File: config.mk
export PLATFORM = sky130hd
export DESIGN_NAME = mult_div_unit
export DESIGN_NICKNAME = d
export VERILOG_FILES = /design/src/rtl/mult_div_unit.sv
export SDC_FILE = /design/constraint.sdc
export NUM_CORES = 1
export LEC_CHECK = 0
export ABC_CLOCK_PERIOD_IN_PS = 5000
export CORE_UTILIZATION = 30
export DETAILED_ROUTE_END_ITERATION = 6
export PLACE_DENSITY = 0.5
export REMOVE_ABC_BUFFERS = 1
export SETUP_SLACK_MARGIN = 0.1
export SYNTH_ARGS = -nofsm -noshare
export SYNTH_HDL_FRONTEND = slang
export SYNTH_SLANG_ARGS = --single-unit
File: constraint.sdc
create_clock -name clk -period 5 [get_ports clk]
set_input_delay 1.25 -clock clk [delete_from_list [all_inputs] [get_ports clk]]
set_output_delay 1.25 -clock clk [all_outputs]
set_load 0.1 [all_outputs]
File: src/rtl/mult_div_unit.sv
// ---------------------------------------------------------------------------
// mult_div_unit
//
// Iterative multiply/divide unit for the execute stage. It runs MULT, MULTU,
// DIV and DIVU over 32 cycles and leaves the 64-bit result in HI/LO.
//   - Multiply uses radix-2 shift-add.
//   - Divide uses restoring division, one quotient bit per cycle.
// Signed operations are done on operand magnitudes. The signs are corrected
// once, in FIXUP.
//
// Configuration macro: MDU_DIV_EN
//   defined   : the divide datapath is built.
//   undefined : no divide datapath. DIV/DIVU complete in one cycle with
//               hi=0, lo=0 and div_by_zero=1.
//
// Ports
//   clk          in   clock, rising edge
//   rst_n        in   asynchronous active-low reset
//   start        in   launch request
//   op[1:0]      in   00 MULT, 01 MULTU, 10 DIV, 11 DIVU
//   a[W-1:0]     in   multiplicand / dividend (sampled at accept only)
//   b[W-1:0]     in   multiplier / divisor    (sampled at accept only)
//   busy         out  operation in flight
//   done         out  one-cycle pulse; hi/lo updated on this cycle
//   hi[W-1:0]    out  product high half / remainder
//   lo[W-1:0]    out  product low half / quotient
//   div_by_zero  out  last divide had b==0; cleared at the next accept
//   state_dbg    out  current FSM state (IDLE=0, CALC=1, FIXUP=2)
//
// Handshake: start is a request and ~busy is the ready. A transfer happens on
// a rising edge where start=1 and busy=0. start with busy=1 has no effect.
// Because busy is already low in the done cycle, a back-to-back start there
// is accepted.
// ---------------------------------------------------------------------------
module mult_div_unit #(
  parameter int WIDTH = 32
) (
  input  logic             clk,
  input  logic             rst_n,
  input  logic             start,
  input  logic [1:0]       op,
  input  logic [WIDTH-1:0] a,
  input  logic [WIDTH-1:0] b,
  output logic             busy,
  output logic             done,
  output logic [WIDTH-1:0] hi,
  output logic [WIDTH-1:0] lo,
  output logic             div_by_zero,
  output logic [1:0]       state_dbg
);

  localparam int CW = $clog2(WIDTH);

  localparam logic [1:0] S_IDLE  = 2'd0;
  localparam logic [1:0] S_CALC  = 2'd1;
  localparam logic [1:0] S_FIXUP = 2'd2;

  logic [1:0]         state;
  logic [CW-1:0]      count;
  logic               neg_lo_q;  // negate product / quotient
  logic               dz_q;      // result already sits in acc_q verbatim
  logic [WIDTH-1:0]   opnd_q;    // |multiplicand| or |divisor|
  // Multiply: acc_q = {partial sum, remaining multiplier bits}.
  // Divide:   acc_q = {partial remainder, dividend/quotient shift register}.
  logic [2*WIDTH-1:0] acc_q;

`ifdef MDU_DIV_EN
  logic               is_div_q;
  logic               neg_hi_q;  // negate remainder (sign of dividend)
`endif

  // Operand magnitudes. op[0]=0 selects the signed variants.
  logic             is_signed;
  logic             a_neg;
  logic             b_neg;
  logic [WIDTH-1:0] a_mag;
  logic [WIDTH-1:0] b_mag;

  assign is_signed = ~op[0];
  assign a_neg     = is_signed & a[WIDTH-1];
  assign b_neg     = is_signed & b[WIDTH-1];
  // -(-2^31) is 0x80000000, which is the correct unsigned magnitude.
  assign a_mag     = a_neg ? -a : a;
  assign b_mag     = b_neg ? -b : b;

  // One multiply iteration: conditionally add, then shift right by one.
  logic [WIDTH:0]     mul_sum;
  logic [2*WIDTH-1:0] mul_step;

  always_comb begin
    mul_sum  = {1'b0, acc_q[2*WIDTH-1:WIDTH]} +
               (acc_q[0] ? {1'b0, opnd_q} : {(WIDTH+1){1'b0}});
    mul_step = {mul_sum, acc_q[WIDTH-1:1]};
  end

`ifdef MDU_DIV_EN
  // One restoring-divide iteration. The partial remainder is always below the
  // divisor, so the shifted value fits in WIDTH+1 bits. The difference's MSB
  // then acts as the borrow.
  logic [WIDTH:0]     div_shift;
  logic [WIDTH:0]     div_diff;
  logic [2*WIDTH-1:0] div_step;

  always_comb begin
    div_shift = {acc_q[2*WIDTH-1:WIDTH], acc_q[WIDTH-1]};
    div_diff  = div_shift - {1'b0, opnd_q};
    if (div_diff[WIDTH]) begin
      div_step = {div_shift[WIDTH-1:0], acc_q[WIDTH-2:0], 1'b0};
    end else begin
      div_step = {div_diff[WIDTH-1:0], acc_q[WIDTH-2:0], 1'b1};
    end
  end
`endif

  // Sign correction applied in FIXUP.
  logic [2*WIDTH-1:0] fix_res;
  logic [2*WIDTH-1:0] prod_fix;

`ifdef MDU_DIV_EN
  logic [WIDTH-1:0] quo_fix;
  logic [WIDTH-1:0] rem_fix;
`endif

  always_comb begin
    prod_fix = neg_lo_q ? -acc_q : acc_q;
`ifdef MDU_DIV_EN
    quo_fix = neg_lo_q ? -acc_q[WIDTH-1:0] : acc_q[WIDTH-1:0];
    rem_fix = neg_hi_q ? -acc_q[2*WIDTH-1:WIDTH] : acc_q[2*WIDTH-1:WIDTH];
    if (dz_q) begin
      fix_res = acc_q;
    end else if (is_div_q) begin
      fix_res = {rem_fix, quo_fix};
    end else begin
      fix_res = prod_fix;
    end
`else
    fix_res = dz_q ? acc_q : prod_fix;
`endif
  end

  always_ff @(posedge clk or negedge rst_n) begin
    if (!rst_n) begin
      state       <= S_IDLE;
      count       <= '0;
      neg_lo_q    <= 1'b0;
      dz_q        <= 1'b0;
      opnd_q      <= '0;
      acc_q       <= '0;
      done        <= 1'b0;
      hi          <= '0;
      lo          <= '0;
      div_by_zero <= 1'b0;
`ifdef MDU_DIV_EN
      is_div_q    <= 1'b0;
      neg_hi_q    <= 1'b0;
`endif
    end else begin
      done <= 1'b0;
      case (state)
        S_IDLE: begin
          if (start) begin
            div_by_zero <= 1'b0;
            neg_lo_q    <= a_neg ^ b_neg;
            count       <= CW'(WIDTH - 1);
            if (op[1]) begin
`ifdef MDU_DIV_EN
              is_div_q <= 1'b1;
              neg_hi_q <= a_neg;
              opnd_q   <= b_mag;
              if (b == '0) begin
                // The result is written verbatim: hi=a, lo=all-ones.
                dz_q  <= 1'b1;
                acc_q <= {a, {WIDTH{1'b1}}};
                state <= S_FIXUP;
              end else begin
                dz_q  <= 1'b0;
                acc_q <= {{WIDTH{1'b0}}, a_mag};
                state <= S_CALC;
              end
`else
              dz_q  <= 1'b1;
              acc_q <= '0;
              state <= S_FIXUP;
`endif
            end else begin
`ifdef MDU_DIV_EN
              is_div_q <= 1'b0;
`endif
              dz_q   <= 1'b0;
              opnd_q <= a_mag;
              acc_q  <= {{WIDTH{1'b0}}, b_mag};
              state  <= S_CALC;
            end
          end
        end

        S_CALC: begin
`ifdef MDU_DIV_EN
          acc_q <= is_div_q ? div_step : mul_step;
`else
          acc_q <= mul_step;
`endif
          count <= count - 1'b1;
          if (count == '0) begin
            state <= S_FIXUP;
          end
        end

        S_FIXUP: begin
          hi          <= fix_res[2*WIDTH-1:WIDTH];
          lo          <= fix_res[WIDTH-1:0];
          div_by_zero <= dz_q;
          done        <= 1'b1;
          state       <= S_IDLE;
        end

        default: state <= S_IDLE;
      endcase
    end
  end

  assign busy      = (state != S_IDLE);
  assign state_dbg = state;

endmodule
==> impl_metrics.prom <==
# TYPE chip_impl_metric gauge
chip_impl_info{name="cp_top_family",value="buffers and inverters"} 1
chip_impl_metric{name="fp-row-count",unit=""} 71
chip_impl_metric{name="initialDrtViolationCount",unit=""} 542
chip_impl_metric{name="p_leak",unit="nW"} 5.54
chip_impl_metric{name="start_util",unit=""} 0.305
chip_impl_metric{name="die_x_extent",unit="µm"} 198
chip_impl_metric{name="post_cts.resized_instances",unit=""} 0
chip_impl_metric{name="grt_first_pass_wirelength",unit="µm"} 56100
chip_impl_metric{name="worst_case_clock_skew",unit="ns"} 0.00913
chip_impl_metric{name="worst-endpoint-arrival",unit="ns"} 2.41
chip_impl_metric{name="netlist_instances",unit=""} 1367
chip_impl_info{name="timing.critical_path.to_type",value="output pin"} 1
chip_impl_info{name="root_buffer",value="clkbuf_16"} 1
chip_impl_metric{name="grt_pass1_vias",unit=""} 9706
chip_impl_metric{name="routed-via-count",unit=""} 10200
chip_impl_info{name="clock_tree_from_tritoncts",value="built"} 1
chip_impl_metric{name="grt-ovfl-total",unit=""} 0
chip_impl_metric{name="final.setup.worst_slack",unit="ns"} 1.34
chip_impl_metric{name="achievable-frequency",unit="GHz"} 0.273
chip_impl_metric{name="critical_path.max_fanout",unit=""} 11
chip_impl_metric{name="post_cts.repair.setup_buffers",unit=""} 0
chip_impl_metric{name="critical_path.n_buffers_inverters",unit=""} 1
chip_impl_metric{name="async_flop_share",unit=""} 1.00
chip_impl_metric{name="synth_enable_flop_cells",unit=""} 0
chip_impl_metric{name="synth_seq_area_share",unit=""} 0.373
chip_impl_metric{name="clkTransAtPathRegs",unit="ns"} 0.07
chip_impl_metric{name="final_hold_viol_count",unit=""} 0
chip_impl_metric{name="io-pin-count",unit=""} 138
chip_impl_metric{name="final-max-slew-violation-count",unit=""} 0
chip_impl_metric{name="io_buffer_count",unit=""} 137
chip_impl_metric{name="ys.warnings.count",unit=""} 0
chip_impl_metric{name="fp.dieH",unit="µm"} 198
chip_impl_metric{name="clkLatencyLatePin",unit="ns"} 0.44
chip_impl_metric{name="design.core.area",unit="µm²"} 37700
chip_impl_metric{name="synthesis.area_per_instance",unit="µm²"} 8.39
chip_impl_metric{name="htreeDepth",unit=""} 4
chip_impl_metric{name="slew-limit-headroom",unit=""} 0.263
chip_impl_metric{name="place_area",unit="µm²"} 13400
chip_impl_metric{name="setup_violations",unit=""} 0
chip_impl_info{name="mostFrequentLayoutCell",value="dfrtp_1"} 1
chip_impl_metric{name="cts-buffers-inserted",unit=""} 17
chip_impl_metric{name="globalplace.congestion",unit=""} 0.864
chip_impl_metric{name="power_density",unit="nW/µm²"} 721
chip_impl_metric{name="cap_viol_max_count",unit=""} 0
chip_impl_info{name="unrepaired_setup_endpoints_after_global_routing",value="no"} 1
chip_impl_metric{name="wire_per_inst",unit="µm"} 17.9
chip_impl_metric{name="final.hold.worst_slack",unit="ns"} 0.480
chip_impl_metric{name="total_power",unit="mW"} 10.1
chip_impl_metric{name="firstDrtPassIters",unit=""} 5
chip_impl_metric{name="remaining_drc_errors",unit=""} 0
chip_impl_info{name="critPathSlowestCell",value="clkdlybuf4s50_1"} 1
chip_impl_metric{name="vdd_ir_drop_max",unit="mV"} 0.267
chip_impl_metric{name="place_worst_setup_slack",unit="ns"} 1.03
chip_impl_metric{name="layout.cell_area.non_filler",unit="µm²"} 14000
chip_impl_info{name="leading_cell_types_in_the_layout_fill_and_taps_excluded",value="dfrtp_1 (171), nand2_1 (151), nor2_1 (143)"} 1
chip_impl_info{name="status",value="completed"} 1
chip_impl_metric{name="grtUsageTotal",unit=""} 0.185
chip_impl_metric{name="fillers",unit=""} 3971
chip_impl_metric{name="maximum_number_of_pins_on_one_net_before_global_route_repair",unit=""} 102
chip_impl_metric{name="design.final.nets",unit=""} 1570
chip_impl_metric{name="area_growth_syn_to_layout",unit="%"} 21.9
chip_impl_info{name="worst_hold_class",value="register to register"} 1
chip_impl_info{name="crit_type",value="register to output pin"} 1
chip_impl_metric{name="die_area",unit="µm²"} 39000
chip_impl_info{name="critical_path.cell_chain",value="or2_2 -> clkdlybuf4s50_1"} 1
chip_impl_metric{name="post_cts_hold_buffer_count",unit=""} 0
chip_impl_metric{name="antennaDiodeCount",unit=""} 0
chip_impl_info{name="dominantRegCellSynth",value="dfrtp_1"} 1
chip_impl_metric{name="cpPeakStageDelay",unit="ns"} 1.14
chip_impl_metric{name="synth.cell_area",unit="µm²"} 11500
chip_impl_metric{name="ys_seq_elements",unit=""} 171
chip_impl_metric{name="antenna_left",unit=""} 0
chip_impl_metric{name="critPathRequiredTime",unit="ns"} 3.75
chip_impl_metric{name="finalSetupTns",unit="ns"} 0
chip_impl_metric{name="final_min_period_over_clock_period",unit=""} 0.732
chip_impl_metric{name="clock-sinks",unit=""} 171
chip_impl_metric{name="setup.reg_to_reg.worst_slack",unit="ns"} 1.56
chip_impl_metric{name="routed_via_density",unit=""} 5.13
chip_impl_metric{name="dp_hpwl",unit="µm"} 26500
chip_impl_metric{name="postRouteWirelength",unit="µm"} 35500
chip_impl_info{name="start_kind",value="register"} 1
chip_impl_metric{name="grt_antenna_before_repair",unit=""} 0
chip_impl_metric{name="worstMarginPinSlew",unit="ns"} 1.10
chip_impl_metric{name="clockBufferDepth",unit=""} 2
chip_impl_metric{name="layout_min_cycle_time",unit="ns"} 3.66
chip_impl_metric{name="ys_types",unit=""} 76
chip_impl_metric{name="final_layout_size_suffix_gt1_frac",unit=""} 0.0630
-- stage by stage --
stage                     utilization  cells
after global placement          0.355   1955
final                           0.371   1987
after detailed placement        0.355   1955
after CTS                       0.371   1987
after global routing            0.371   1987
after floorplan                     -   1288
-- area by class of cell --
cell class,instances,area [µm²],share of cell area
Tap cell,511,639,0.0457
Sequential cell,171,4280,0.306
Clock buffer,21,470,0.0336
Multi-Input combinational cell,1086,6810,0.487
Clock inverter,11,134,0.00957
Inverter,31,116,0.00832
Timing Repair Buffer,156,1540,0.110
-- routing by layer --
| layer | GRT usage | share of wire |
|---|---|---|
| met1 | 0.269 | 0.50 |
| met2 | 0.284 | 0.45 |
| met3 | 0.0295 | 0.044 |
| met4 | 0.0485 | 0.011 |
| met5 | 0 | 0 |
-- registers in the layout, indices dropped and copies added, names as in the netlist --
name         cells
acc_q           64
count            5
div_by_zero      1
done             1
dz_q             1
hi              32
lo              32
neg_lo_q         1
opnd_q          32
state_dbg        2
-- worst register-to-register path: cells and delay by family, from the launching register on --
family,cells,cell delay [ns]
AOI/OAI and AO/OA,4,1.73
and+or+nand+nor,4,0.68
DFF,1,0.57
adders and majority gates,1,0.28
buffers and inverters,1,0.07
-- Yosys cell counts, types with 5 or more instances --
library cell	count	area share
a32o_1	8	0.0070
nand4_1	13	0.0071
o41ai_1	12	0.0092
nor2b_1	6	0.0033
nand2b_1	26	0.014
dfrtp_1	171	0.37
inv_1	31	0.010
a221o_1	6	0.0052
o22ai_1	7	0.0038
a21oi_1	119	0.052
nor4_1	11	0.0060
xor2_1	67	0.051
or3_1	15	0.0082
a221oi_1	16	0.012
nor4_2	6	0.0065
o21ai_1	12	0.0052
or4_1	6	0.0039
o31ai_1	20	0.013
and2_1	40	0.022
nor3_1	27	0.012
nand3_1	13	0.0057
ha_1	37	0.040
nand2_1	151	0.049
o21a_1	11	0.0072
a211oi_1	5	0.0033
and3_1	8	0.0044
o21ai_0	124	0.054
or2_2	8	0.0044
clkbuf_1	75	0.025
a21o_1	14	0.0092
xnor2_1	68	0.052
nor2_1	146	0.048
a31oi_1	13	0.0071
-- power by group --
| group | leakage (nW) | switching, mW | internal (mW) |
|---|---|---|---|
| sequential | 2.09 | 0.662 | 2.00 |
| combinational | 3.15 | 4.10 | 1.92 |
| clock | 0.300 | 0.619 | 0.786 |
| total | 5.54 | 5.39 | 4.70 |
-- cells by family (layout without fill, tap and decap cells) --
| kind of cell | after synthesis | in the layout | share of synthesized area |
|---|---|---|---|
| flip-flops | 171 | 171 | 0.373 |
| buffers and inverters | 110 | 219 | 0.0360 |
| adder cells (fa/ha/maj) | 38 | 38 | 0.0421 |
| XOR/XNOR | 135 | 135 | 0.103 |
| multiplexers | 2 | 2 | 0.00196 |
| AO/OA/AOI/OAI | 412 | 412 | 0.228 |
| AND/OR/NAND/NOR | 499 | 499 | 0.216 |
-- final timing paths --
path | endpoint | start | cells after the start
max in group asynchronous | acc_q[60]$_DFFE_PN0P_ | rst_n | 2
hold / removal | lo[16]$_DFFE_PN0P_ | lo[16]$_DFFE_PN0P_ | 2
setup / recovery | busy | state_dbg[0]$_DFFE_PN0P_ | 2
setup reg to reg | acc_q[62]$_DFFE_PN0P_ | acc_q[0]$_DFFE_PN0P_ | 10
min in group asynchronous | lo[17]$_DFFE_PN0P_ | rst_n | 1
hold reg to reg | lo[16]$_DFFE_PN0P_ | lo[16]$_DFFE_PN0P_ | 2
(Power assumes the default switching activity.)
